**src/rtl/debounce_scheduler.sv**
```systemverilog
// Debounces NUM_IN inputs with one shared settle counter. A round-robin
// scheduler grants the counter to one changed input and commits or abandons it.
module debounce_scheduler #(
  parameter int NUM_IN  = 4,
  parameter int CNT_W   = 6,
  parameter int CNT_MAX = 63,
  localparam int GW     = (NUM_IN > 1) ? $clog2(NUM_IN) : 1
) (
  input  logic              clk,
  input  logic              reset,
  input  logic [NUM_IN-1:0] sig_in,
  input  logic              tick,
  output logic [NUM_IN-1:0] db_out,
  output logic [NUM_IN-1:0] db_pulse,
  output logic              busy,
  output logic [GW-1:0]     grant_id
);

  typedef enum logic [1:0] {IDLE, COUNT, COMMIT} state_t;

  state_t            state_q, state_d;
  logic [NUM_IN-1:0] s1_q, s2_q;
  logic [NUM_IN-1:0] db_q, db_d;
  logic [NUM_IN-1:0] pulse_q, pulse_d;
  logic [CNT_W-1:0]  cnt_q, cnt_d;
  logic              cand_q, cand_d;
  logic [GW-1:0]     grant_q, grant_d;
  logic [GW-1:0]     rr_q, rr_d;
  logic [NUM_IN-1:0] pending;
  logic [GW-1:0]     sel;
  logic              found;
  logic [GW-1:0]     next_rr;

  always_ff @(posedge clk) begin
    if (reset) begin
      s1_q    <= '0;
      s2_q    <= '0;
      state_q <= IDLE;
      db_q    <= '0;
      pulse_q <= '0;
      cnt_q   <= '0;
      cand_q  <= 1'b0;
      grant_q <= '0;
      rr_q    <= '0;
    end else begin
      s1_q    <= sig_in;
      s2_q    <= s1_q;
      state_q <= state_d;
      db_q    <= db_d;
      pulse_q <= pulse_d;
      cnt_q   <= cnt_d;
      cand_q  <= cand_d;
      grant_q <= grant_d;
      rr_q    <= rr_d;
    end
  end

  // First pending input at or after rr_q, wrapping modulo NUM_IN.
  always_comb begin
    pending = s2_q ^ db_q;
    sel     = '0;
    found   = 1'b0;
    for (int k = 0; k < NUM_IN; k++) begin
      if (!found && pending[(int'(rr_q) + k) % NUM_IN]) begin
        found = 1'b1;
        sel   = GW'((int'(rr_q) + k) % NUM_IN);
      end
    end
    next_rr = (grant_q == GW'(NUM_IN - 1)) ? '0 : grant_q + GW'(1);
  end

  always_comb begin
    state_d = state_q;
    db_d    = db_q;
    pulse_d = '0;
    cnt_d   = cnt_q;
    cand_d  = cand_q;
    grant_d = grant_q;
    rr_d    = rr_q;
    case (state_q)
      IDLE: begin
        if (found) begin
          grant_d = sel;
          cand_d  = s2_q[sel];
          cnt_d   = '0;
          state_d = COUNT;
        end
      end
      COUNT: begin
        // A bounce back to the old value wins over reaching terminal count.
        if (s2_q[grant_q] != cand_q) begin
          rr_d    = next_rr;
          state_d = IDLE;
        end else if (tick) begin
          if (cnt_q == CNT_W'(CNT_MAX)) state_d = COMMIT;
          else                          cnt_d   = cnt_q + CNT_W'(1);
        end
      end
      COMMIT: begin
        db_d[grant_q]    = cand_q;
        pulse_d[grant_q] = 1'b1;
        rr_d             = next_rr;
        state_d          = IDLE;
      end
      default: state_d = IDLE;
    endcase
  end

  assign db_out   = db_q;
  assign db_pulse = pulse_q;
  assign busy     = (state_q == COUNT) || (state_q == COMMIT);
  assign grant_id = grant_q;

endmodule

```
**config.mk**
```make
export PLATFORM = sky130hd
export DESIGN_NAME = debounce_scheduler
export DESIGN_NICKNAME = d
export VERILOG_FILES = /design/src/rtl/debounce_scheduler.sv
export SDC_FILE = /design/constraint.sdc
export NUM_CORES = 1
export LEC_CHECK = 0
export CORE_ASPECT_RATIO = 0.6
export CORE_MARGIN = 3
export CORE_UTILIZATION = 57
export CTS_BUF_LIST = sky130_fd_sc_hd__clkbuf_4 sky130_fd_sc_hd__clkbuf_8
export DETAILED_ROUTE_END_ITERATION = 10
export PLACE_DENSITY_LB_ADDON = 0.2
export SETUP_SLACK_MARGIN = 0.02
export SLEW_MARGIN = 10
export SYNTH_ARGS = -nofsm -noshare
export SYNTH_HDL_FRONTEND = slang
export SYNTH_SLANG_ARGS = --single-unit
```
**constraint.sdc**
```tcl
create_clock -name clk -period 2.9 [get_ports clk]
set_clock_uncertainty 0.05 [all_clocks]
set_input_delay 0.435 -clock clk [delete_from_list [all_inputs] [get_ports clk]]
set_output_delay 0.435 -clock clk [all_outputs]
set_load 0.01 [all_outputs]
```
==> results.toml <==
[clocking]
cts_tree = "built"
cts.sinks = 29
cts_setup_buffers = 0
root_buffer = "clkbuf_8"
cts_hold_buffers = 0
insertion_delay_ns = 0.28
clk_pin_slew_worst_paths_ns = 0.06
cts_resized = 0
cts_buffer_depth = 2
numCtsBuffers = 5
htreeDepth = 2

[grt]
grt_overflow = 0
antenna_found_initial = 0
grt_pass1_wl_um = 5440
grt_max_degree = 15
grt_util_met1 = 0.303
grt_use_met3 = 0.0756
use_met2 = 0.330
grt_pass1_vias = 1155
grt_use_total = 0.231
grt_busiest_layer = "met2"

[route]
first_iter_violations = 132
routed_wl_um = 3400
via_per_inst = 6.02
wl_per_cell_um = 16.0
drc = 0
drtAntennaViolNets = 0
via_count = 1276
firstDrtPassIters = 4

[worst_setup_path]
endpoint = "cnt_q[3]"
rrSetupSlack_ns = 0.56
r2r-start = "state_q[1]"
startpoint = "state_q[1]"
cp-start-kind = "flop"
required_ns = 3.06
path_max_fanout = 11
crit_type = "flop to flop"
r2r_cells = 7
crit_path_end_kind = "flop"
worstPathArrival_ns = 2.51
r2r-end = "cnt_q[3]"

[sta]
period_minus_slack_ns = 2.34
fmax_ghz = 0.427
slew-limit-headroom = 0.346
setup_viol = 0
slew_violations = 0
hold_violations = 0
fin_crit_sh = 0.808
rsz0062_at_grt = "no"
setup_tns_ns = 0
worst_pin_slew_ns = 0.974

[layout]
fin_util = 0.757
drive_above_1_share = 0.0769
fin_area_um2 = 1740
antenna_cells = 0
nNetsFinal = 197
area_growth_pct = 19.2

[pwr]
ir_drop_mv = 0.381
leakage_nw = 0.648
power_density_nw_per_um2 = 561

[yosys]
synthCells = 163
yosys-top-cells-count = "29 x dfxtp_1, 15 x nor2_1, 13 x nand2_1"
syn_area_per_cell_um2 = 8.93
synth-seq-area-share = 0.399
yosys.area.top_type_share = 0.399
synth_warnings = 0
synth_ff_type = "dfxtp_1"
synthTopCellsByArea = "dfxtp_1 40%, ha_1 6.9%, mux2i_1 5.5%, a21oi_1 4.1%, nor2_1 3.9%"
synth-edff-count = 0
ys_types = 36
synth_seq_cells = 29
yosysTopAreaCell = "dfxtp_1"
syn-cell-area_um2 = 1460
yosysMostFrequentCell = "dfxtp_1"
ys_async_sr_fraction = 0
synth_nets = 178

[die]
ioPinCount = 18
core_region_area_um2 = 2290
num_rows = 13
start_util = 0.635
die_area_um2 = 3220
die_w_um = 71.3
die_y_um = 45.2

[placed_design]
place.port_buffers = 17
dp_hpwl_um = 2500
finalWeightedCongestion = 0.843
placed_cell_area_um2 = 1630

[outcome]
status = "completed"

[worst_hold_path]
hold_path.class = "flop to flop"

[job]
drv_cap = 0
metal layers:
layer	part of all wire	vias up	routed length, um
met4	0.026	0	89
met5	0	-	0
li1	-	605	-
met2	0.43	70	1450
met3	0.10	13	343
met1	0.45	588	1510
critical path, cell delays in order, from the launching register on:
cell and delay (ns):
dfxtp_1 0.32, inv_1 0.09, ha_1 0.28, or3b_1 0.39, mux2i_2 0.25, nor3_1 0.21
or4_1 0.54, a21oi_1 0.14
cell families (layout without fill, tap and decap cells):
group                    Yosys count  count (layout)  share of synthesized area
buffers and inverters             14              33                     0.0472
multiplexers                      11              11                     0.0816
XOR/XNOR                           7               7                     0.0421
adder cells (fa/ha/maj)            8               8                     0.0687
flip-flops                        29              29                      0.399
AO/OA/AOI/OAI                     30              30                      0.135
AND/OR/NAND/NOR                   64              64                      0.227
stage by stage:
step	std cells	total power (W)	setup WS [ns]	hold slack (ns)
final	212	0.000973	0.556	0.384
after global routing	212	0.00101	0.420	0.408
after CTS	212	0.000978	0.589	0.385
after detailed placement	205	0.000583	0.612	0.370
after global placement	205	0.000575	0.744	0.374
after floorplan	163	0.000549	0.780	0.364
where the power goes:
| part | switching [W] | internal [W] |
|---|---|---|
| combinational | 0.0000828 | 0.0000643 |
| sequential | 0.0000196 | 0.000414 |
| clock | 0.000144 | 0.000249 |
| total | 0.000246 | 0.000727 |
cell type report:
cell class,instances,area (um2)
Tap cell,30,37.5
Multi-Input combinational cell,120,807
Fill cell,151,557
Clock inverter,2,35.0
Sequential cell,29,581
Inverter,8,30.0
Timing Repair Buffer,18,178
Clock buffer,5,68.8
cell usage in the layout (no fill, tap or decap), types with 2 or more instances in the layout:
cell | Yosys | layout
or4_1 | 4 | 4
nor2_1 | 15 | 15
nor2b_1 | 9 | 9
xor2_1 | 4 | 4
ha_1 | 8 | 8
mux2i_1 | 8 | 8
o31ai_1 | 3 | 3
clkbuf_8 | 0 | 5
nand3_1 | 8 | 8
nand3b_1 | 3 | 3
nand2b_1 | 2 | 2
dfxtp_1 | 29 | 29
o221ai_1 | 2 | 2
nand2_1 | 13 | 13
inv_1 | 8 | 8
a21oi_1 | 12 | 12
o21ai_0 | 4 | 4
or3b_1 | 2 | 2
mux2i_2 | 2 | 2
clkdlybuf4s50_1 | 0 | 17
xnor2_1 | 3 | 3
a211oi_1 | 3 | 3
nor3_1 | 3 | 3
state kept, by name, summed over array words and instances, names as in the netlist:
name      cells
rr_q          2
db_out        4
grant_id      2
s1_q          4
db_pulse      4
cand_q        1
s2_q          4
state_q       2
cnt_q         6
worst min-delay path by stage:
stage,end,slack [ns],from,depth (start not counted)
finish,s2_q[3],0.38,s1_q[3],1
global route,s2_q[2],0.41,s1_q[2],1
CTS,s2_q[3],0.38,s1_q[3],1
detailed placement,s2_q[3],0.37,s1_q[3],1
global placement,s2_q[3],0.37,s1_q[3],1
floorplan,s2_q[0],0.36,s1_q[0],1
Note: power is estimated with default switching activity, not from simulation.
